==> src/rtl/lsu_dtcm_master.sv <==
// Load/store initiator for a word-organised data TCM with low-lane byte enables.
// Optional LSU_MISALIGN_EN splits word-crossing accesses into two word operations.
module lsu_dtcm_master #(
  parameter int unsigned AW = 4,
  parameter int unsigned DW = 32
) (
  input  logic          CLK,
  input  logic          RSTN,
  input  logic          req_valid,
  output logic          req_ready,
  input  logic          req_we,
  input  logic [2:0]    req_type,
  input  logic [31:0]   req_addr,
  input  logic [DW-1:0] req_wdata,
  output logic          resp_valid,
  output logic [DW-1:0] resp_rdata,
  output logic          resp_err,
  output logic [AW-1:0] WADDR,
  output logic [DW-1:0] WDATA,
  output logic          WEN,
  output logic [2:0]    RW_type,
  output logic [AW-1:0] RADDR,
  output logic          REN,
  input  logic [DW-1:0] RDATA
);

`ifdef LSU_MISALIGN_EN
  typedef enum logic [2:0] {IDLE, RD0, WR0, RD1, WR1, RESP} state_t;
  localparam int unsigned XW = 2 * DW;
`else
  typedef enum logic [2:0] {IDLE, RD0, WR0, RESP} state_t;
  localparam int unsigned XW = DW;
`endif

  state_t        state;
  logic          we_q;
  logic [2:0]    type_q;
  logic [1:0]    off_q;
  logic [AW-1:0] idx_q;
  logic [DW-1:0] wdata_q;
`ifdef LSU_MISALIGN_EN
  logic          mis_q;
  logic [DW-1:0] rlo_q;
`endif

  // Upper address bits alias onto the TCM.
  logic unused_addr_bits;
  assign unused_addr_bits = ^req_addr[31:AW+2];

  logic [1:0] req_off;
  logic       req_ill;
  logic       req_mis;
  assign req_off = req_addr[1:0];
  assign req_ill = (req_type == 3'b011) || (req_type[2] && req_type[1]) || (req_we && req_type[2]);
  assign req_mis = ((req_type[1:0] == 2'b01) && (req_off == 2'b11)) ||
                   ((req_type[1:0] == 2'b10) && (req_off != 2'b00));

  logic [DW-1:0] lane_mask;
  logic [4:0]    sh;
  logic [XW-1:0] src_x;
  logic [XW-1:0] data_x;
  logic [XW-1:0] mask_x;
  logic [XW-1:0] merged_x;
  logic [DW-1:0] ld_raw;
  logic [DW-1:0] ld_ext;

  // Merge store bytes into the read word(s) and extract/extend load data.
  always_comb begin
    case (type_q[1:0])
      2'b00:   lane_mask = {{(DW-8){1'b0}}, 8'hFF};
      2'b01:   lane_mask = {{(DW-16){1'b0}}, 16'hFFFF};
      default: lane_mask = {DW{1'b1}};
    endcase
    sh = {off_q, 3'b000};
`ifdef LSU_MISALIGN_EN
    src_x = (state == RD1) ? {RDATA, rlo_q} : {{DW{1'b0}}, RDATA};
`else
    src_x = RDATA;
`endif
    data_x   = XW'(wdata_q & lane_mask) << sh;
    mask_x   = XW'(lane_mask) << sh;
    merged_x = (src_x & ~mask_x) | data_x;
    ld_raw   = DW'(src_x >> sh);
    ld_ext   = ld_raw;
    case (type_q)
      3'b000:  ld_ext = {{(DW-8){ld_raw[7]}}, ld_raw[7:0]};
      3'b001:  ld_ext = {{(DW-16){ld_raw[15]}}, ld_raw[15:0]};
      3'b100:  ld_ext = {{(DW-8){1'b0}}, ld_raw[7:0]};
      3'b101:  ld_ext = {{(DW-16){1'b0}}, ld_raw[15:0]};
      default: ld_ext = ld_raw;
    endcase
  end

  always_ff @(posedge CLK or negedge RSTN) begin
    if (!RSTN) begin
      state      <= IDLE;
      req_ready  <= 1'b1;
      resp_valid <= 1'b0;
      resp_rdata <= '0;
      resp_err   <= 1'b0;
      WEN        <= 1'b0;
      REN        <= 1'b0;
      RW_type    <= 3'b000;
      WADDR      <= '0;
      RADDR      <= '0;
      WDATA      <= '0;
      we_q       <= 1'b0;
      type_q     <= 3'b000;
      off_q      <= 2'b00;
      idx_q      <= '0;
      wdata_q    <= '0;
`ifdef LSU_MISALIGN_EN
      mis_q      <= 1'b0;
      rlo_q      <= '0;
`endif
    end else begin
      WEN        <= 1'b0;
      REN        <= 1'b0;
      resp_valid <= 1'b0;
      case (state)
        IDLE: begin
          if (req_valid && req_ready) begin
            req_ready <= 1'b0;
            we_q      <= req_we;
            type_q    <= req_type;
            off_q     <= req_off;
            idx_q     <= req_addr[AW+1:2];
            wdata_q   <= req_wdata;
`ifdef LSU_MISALIGN_EN
            mis_q     <= req_mis && !req_ill;
`endif
            if (req_ill) begin
              state      <= RESP;
              resp_valid <= 1'b1;
              resp_err   <= 1'b1;
              resp_rdata <= '0;
            end else if (req_mis) begin
`ifdef LSU_MISALIGN_EN
              state <= RD0;
              REN   <= 1'b1;
              RADDR <= req_addr[AW+1:2];
`else
              state      <= RESP;
              resp_valid <= 1'b1;
              resp_err   <= 1'b1;
              resp_rdata <= '0;
`endif
            end else if (!req_we || (req_off != 2'b00)) begin
              state <= RD0;
              REN   <= 1'b1;
              RADDR <= req_addr[AW+1:2];
            end else begin
              state   <= WR0;
              WEN     <= 1'b1;
              WADDR   <= req_addr[AW+1:2];
              WDATA   <= req_wdata;
              RW_type <= {1'b0, req_type[1:0]};
            end
          end
        end
        RD0: begin
`ifdef LSU_MISALIGN_EN
          rlo_q <= RDATA;
`endif
          if (!we_q) begin
`ifdef LSU_MISALIGN_EN
            if (mis_q) begin
              state <= RD1;
              REN   <= 1'b1;
              RADDR <= idx_q + AW'(1);
            end else begin
              state      <= RESP;
              resp_valid <= 1'b1;
              resp_err   <= 1'b0;
              resp_rdata <= ld_ext;
            end
`else
            state      <= RESP;
            resp_valid <= 1'b1;
            resp_err   <= 1'b0;
            resp_rdata <= ld_ext;
`endif
          end else begin
            state   <= WR0;
            WEN     <= 1'b1;
            WADDR   <= idx_q;
            WDATA   <= merged_x[DW-1:0];
            RW_type <= 3'b010;
          end
        end
        WR0: begin
`ifdef LSU_MISALIGN_EN
          if (mis_q) begin
            state <= RD1;
            REN   <= 1'b1;
            RADDR <= idx_q + AW'(1);
          end else begin
            state      <= RESP;
            resp_valid <= 1'b1;
            resp_err   <= 1'b0;
            resp_rdata <= '0;
          end
`else
          state      <= RESP;
          resp_valid <= 1'b1;
          resp_err   <= 1'b0;
          resp_rdata <= '0;
`endif
        end
`ifdef LSU_MISALIGN_EN
        RD1: begin
          if (!we_q) begin
            state      <= RESP;
            resp_valid <= 1'b1;
            resp_err   <= 1'b0;
            resp_rdata <= ld_ext;
          end else begin
            state   <= WR1;
            WEN     <= 1'b1;
            WADDR   <= idx_q + AW'(1);
            WDATA   <= merged_x[XW-1:DW];
            RW_type <= 3'b010;
          end
        end
        WR1: begin
          state      <= RESP;
          resp_valid <= 1'b1;
          resp_err   <= 1'b0;
          resp_rdata <= '0;
        end
`endif
        RESP: begin
          state     <= IDLE;
          req_ready <= 1'b1;
        end
        default: begin
          state     <= IDLE;
          req_ready <= 1'b1;
        end
      endcase
    end
  end

endmodule

==> config.mk <==
export PLATFORM = sky130hd
export DESIGN_NAME = lsu_dtcm_master
export DESIGN_NICKNAME = d
export VERILOG_FILES = /design/src/rtl/lsu_dtcm_master.sv
export SDC_FILE = /design/constraint.sdc
export NUM_CORES = 1
export LEC_CHECK = 0
export ABC_CLOCK_PERIOD_IN_PS = 3100
export CORE_ASPECT_RATIO = 1.25
export CORE_MARGIN = 2
export CORE_UTILIZATION = 52
export DETAILED_ROUTE_END_ITERATION = 16
export GPL_TIMING_DRIVEN = 0
export HOLD_SLACK_MARGIN = 0.02
export PLACE_DENSITY_LB_ADDON = 0.12
export SYNTH_ARGS = -nofsm -noshare
export SYNTH_HDL_FRONTEND = slang
export SYNTH_SLANG_ARGS = --single-unit
==> constraint.sdc <==
create_clock -name CLK -period 3.1 [get_ports CLK]
set_clock_uncertainty 0.15 [all_clocks]
set_input_delay 0.93 -clock CLK [delete_from_list [all_inputs] [get_ports CLK]]
set_output_delay 0.93 -clock CLK [all_outputs]
set_load 0.02 [all_outputs]
==> results.md <==
* completed — run status
* 0 — total gr overflow
* 36.9% — layout-stage area growth over the synthesis result
* 13300 um^2 — die outline area
* 8.46% — met3 Use GR
* 8250 um^2 — Area after DPL
* 952 — Fill cells
* 129 um — die height
* sky130_fd_sc_hd__dfrtp_1 47%, sky130_fd_sc_hd__nand2_1 14%, sky130_fd_sc_hd__o21ai_0 7.9%, sky130_fd_sc_hd__mux2i_1 4.6%, sky130_fd_sc_hd__o2bb2ai_1 3.3% — leading post-synthesis cells by cell area
* 0 — CTS Hold Buffers Added
* 44.9% — met1 Use GR
* 2.99 ns — worst path arrival time
* 36.6% — global-route total usage across every layer
* sky130_fd_sc_hd__dfrtp_1 — library cell occupying the most area in the post-synthesis netlist
* 236 x sky130_fd_sc_hd__nand2_1, 122 x sky130_fd_sc_hd__dfrtp_1, 102 x sky130_fd_sc_hd__o21ai_0, 37 x sky130_fd_sc_hd__clkbuf_1, 34 x sky130_fd_sc_hd__a21oi_1 — most numerous cell types in the synthesized netlist
* met2 — most used routing layer
* 0 — hold violation count in the final report
* 52.9% — relative max-transition margin
* sky130_fd_sc_hd__clkbuf_16 — Root Buffer
* 0.06 ns — clock-pin slew reported for the worst setup and hold paths after clock tree synthesis
* in2async — class of the tightest hold or removal check
* 0 — Slew Limit Fails
* 0 — setup-violating endpoint count in the final report
* 0 — number of nets still failing antenna checks after routing
* 3080 um^2 — area occupied by registers
* register — CP endpoint kind
* 0 — number of enable-type register cells in the synthesized netlist
* 183 — number of placed I/O pins
* 0.353 GHz — Fmax achieved
* 2 — buffers and inverters on the worst path
* no — RSZ-0062 raised after global routing
* 7.62% — layout cells sized above 1
* 8.69 um^2 — average footprint of a synthesized cell
* 155 — Buffers on Ports
* 744 — instance count of the mapped netlist
* 21.9 um — average detailed-routed wire length per instance
* 104 um — Die X-Extent
* 61.5% — met2 routing resource usage after global routing
* input port — critical path startpoint category
* 0 — number of antenna violations at the first check in global routing
* 17 — total CTS buffers
* 0 — synthesis warning total
* sky130_fd_sc_hd__clkdlybuf4s50_1 — CP max stage cell
* 12200 um^2 — standard cell core area
* 91.4% — period utilisation layout
* 44 — count of unique library cells instantiated by Yosys
* 2 — clock tree buffer depth
* 6460 um^2 — Netlist Area Pre-Place
* 6.03 — ratio of routed vias to standard cells
* 6562 — number of global-route vias before repair
* 1026 — count of nets after finishing
* 10 — highest fanout seen on the critical path
* 1.01 — GP Congestion
* 2.83 ns — final critical-path required period
* 8850 um^2 — Post-Layout Inst Area
* 36900 um — first-pass GRT wire length
* 53.1% — starting density of the core
* 123 — total clock sinks
* 47.6% — sequential-to-total area share from yosys stat
* 0 — diode insertion count for antenna repair
* 63 — largest net degree at the start of global routing
* sky130_fd_sc_hd__nand2_1 — most repeated cell in the gate-level netlist after synthesis
* 0.635 mV — VDD IR max
* 526 — first-iteration detailed-routing DRC count
* clkdlybuf4s50_1 -> o21ai_0 -> o211ai_1 -> a31oi_2 -> a21oi_2 -> buf_4 -> a22o_1 — crit-path cells
* 0 — Max-Cap Viols
* 18100 um — detailed-placement wirelength estimate
* 0 — Post-CTS Repair Setup Buffers
* compound AO/OA/AOI/OAI gates — gate family responsible for the most delay along the worst path
* 3080 um^2 — area taken by multi-input logic gates
* 45 — site row count
* done — clock tree from TritonCTS
* 24100 um — total wirelength of the detailed-routed design
* 3.92 nW — LEAKAGE
* 1110 nW/um^2 — total power per unit cell area
* 0.42 ns — clock latency of the later-clocked register in the worst-skew pair
* 851 — Mapped Nets
* 0.314 ns — final-layout worst hold slack
* in2reg — class of the most critical setup path
* 0.707 ns — Least-Margin Pin Slew
* 5 — detailed-router iteration count before antenna repair
* 0 — DR DRC count
* 0.53 ns — delay contributed by the slowest stage of the critical path
* 6612 — total via count after detailed routing
* 100% — Async SR Flop Fraction
* sky130_fd_sc_hd__dfrtp_1 — top_reg_cell synth
* 3.26 ns — required time of the worst setup path
* 0 — post-CTS sizing
* 0.00979 W — total design power
* 4 — CTS HTree Levels
* 123 — number of register bits inferred by synthesis
* 47.2% — fraction of synthesized cell area taken by the top area cell type
state kept, by name (all words and copies together) (netlist names), 3 cells and up:
| register | flops |
|---|---|
| RADDR | 4 |
| WADDR | 4 |
| WDATA | 32 |
| idx_q | 4 |
| resp_rdata | 32 |
| type_q | 3 |
| wdata_q | 32 |
metal layers:
layer  vias up  part of all wire, %
met1      3207                   39
met4         0                  4.9
met2       377                   49
li1       2932                    -
met5         -                    0
met3        96                  7.9
report_power, final:
group	total (W)	internal, W	switching, W
logic	0.00499	0.00189	0.00310
clock network	0.00202	0.00122	0.000801
registers	0.00277	0.00227	0.000503
through the flow:
stage / util, % / setup slack [ns] / setup TNS [ns] / cells
6_report: 72.7 / 0.267 / 0 / 1096
5_1_grt: 72.7 / 0.179 / 0 / 1096
4_1_cts: 72.7 / 0.318 / 0 / 1096
3_5_place_dp: 67.8 / -0.121 / -2.17 / 1064
3_3_place_gp: 67.6 / -3.48 / -425.48 / 1063
2_1_floorplan: - / 0.711 / 0 / 744
cells in the final DEF, fill, tap and decap left out, types with 2 or more instances in the layout:
cell                                n
sky130_fd_sc_hd__a211oi_1          10
sky130_fd_sc_hd__a21o_1             3
sky130_fd_sc_hd__a21oi_1           34
sky130_fd_sc_hd__a21oi_2            2
sky130_fd_sc_hd__a221o_1            8
sky130_fd_sc_hd__a22o_1            18
sky130_fd_sc_hd__a311o_1            8
sky130_fd_sc_hd__and3_1             2
sky130_fd_sc_hd__buf_2             16
sky130_fd_sc_hd__buf_4              3
sky130_fd_sc_hd__buf_6              3
sky130_fd_sc_hd__bufinv_16          2
sky130_fd_sc_hd__clkbuf_1          37
sky130_fd_sc_hd__clkbuf_16         17
sky130_fd_sc_hd__clkdlybuf4s50_1  154
sky130_fd_sc_hd__clkinv_2           2
sky130_fd_sc_hd__clkinvlp_4         2
sky130_fd_sc_hd__dfrtp_1          122
sky130_fd_sc_hd__ha_1               4
sky130_fd_sc_hd__inv_1             10
sky130_fd_sc_hd__inv_6              6
sky130_fd_sc_hd__mux2_1             4
sky130_fd_sc_hd__mux2_2             8
sky130_fd_sc_hd__mux2i_1           30
sky130_fd_sc_hd__nand2_1          236
sky130_fd_sc_hd__nand2b_1          10
sky130_fd_sc_hd__nand3_1            2
sky130_fd_sc_hd__nand3b_1           9
sky130_fd_sc_hd__nor2_1            14
sky130_fd_sc_hd__o21ai_0          102
sky130_fd_sc_hd__o21ai_1            5
sky130_fd_sc_hd__o21bai_1           2
sky130_fd_sc_hd__o22ai_1            3
sky130_fd_sc_hd__o2bb2ai_1         24
logic make-up (layout without fill, tap and decap cells):
logic type                 count (synthesis)  count (layout)  synth area share (%)
buffers and inverters                     68             256                  4.67
xor gates and xnor gates                   1               1                 0.136
muxes                                     42              42                  6.74
AOI/OAI and AO/OA                        223             223                  22.0
other                                      1               1                0.0580
and+or+nand+nor                          282             282                  18.0
adders and majority gates                  4               4                 0.774
DFF                                      123             123                  47.6
worst paths after layout:
check                                  from             end  slack [ns]  depth (start not counted)
worst max-delay path            req_addr[0]  resp_rdata[27]        0.27                          7
worst min-delay path                   RSTN       WDATA[24]        0.31                          1
worst max register to register     state[1]  resp_rdata[27]        0.48                          9
worst min register to register    WDATA[15]       WDATA[15]        0.32                          2
max in group asynchronous              RSTN  resp_rdata[15]        1.77                          2
min in group CLK                  WDATA[15]       WDATA[15]        0.32                          2
area by class of cell:
class / instances / share of cell area, %
plain buffers: 58 / 2.98
clock buffers: 18 / 4.96
clock inverters: 14 / 1.78
inverters: 10 / 0.424
multi-input cells: 553 / 34.9
flip-flops and latches: 123 / 34.8
well taps: 164 / 2.32
repair buffers: 156 / 17.9
Power figures use the tool's default switching activity.
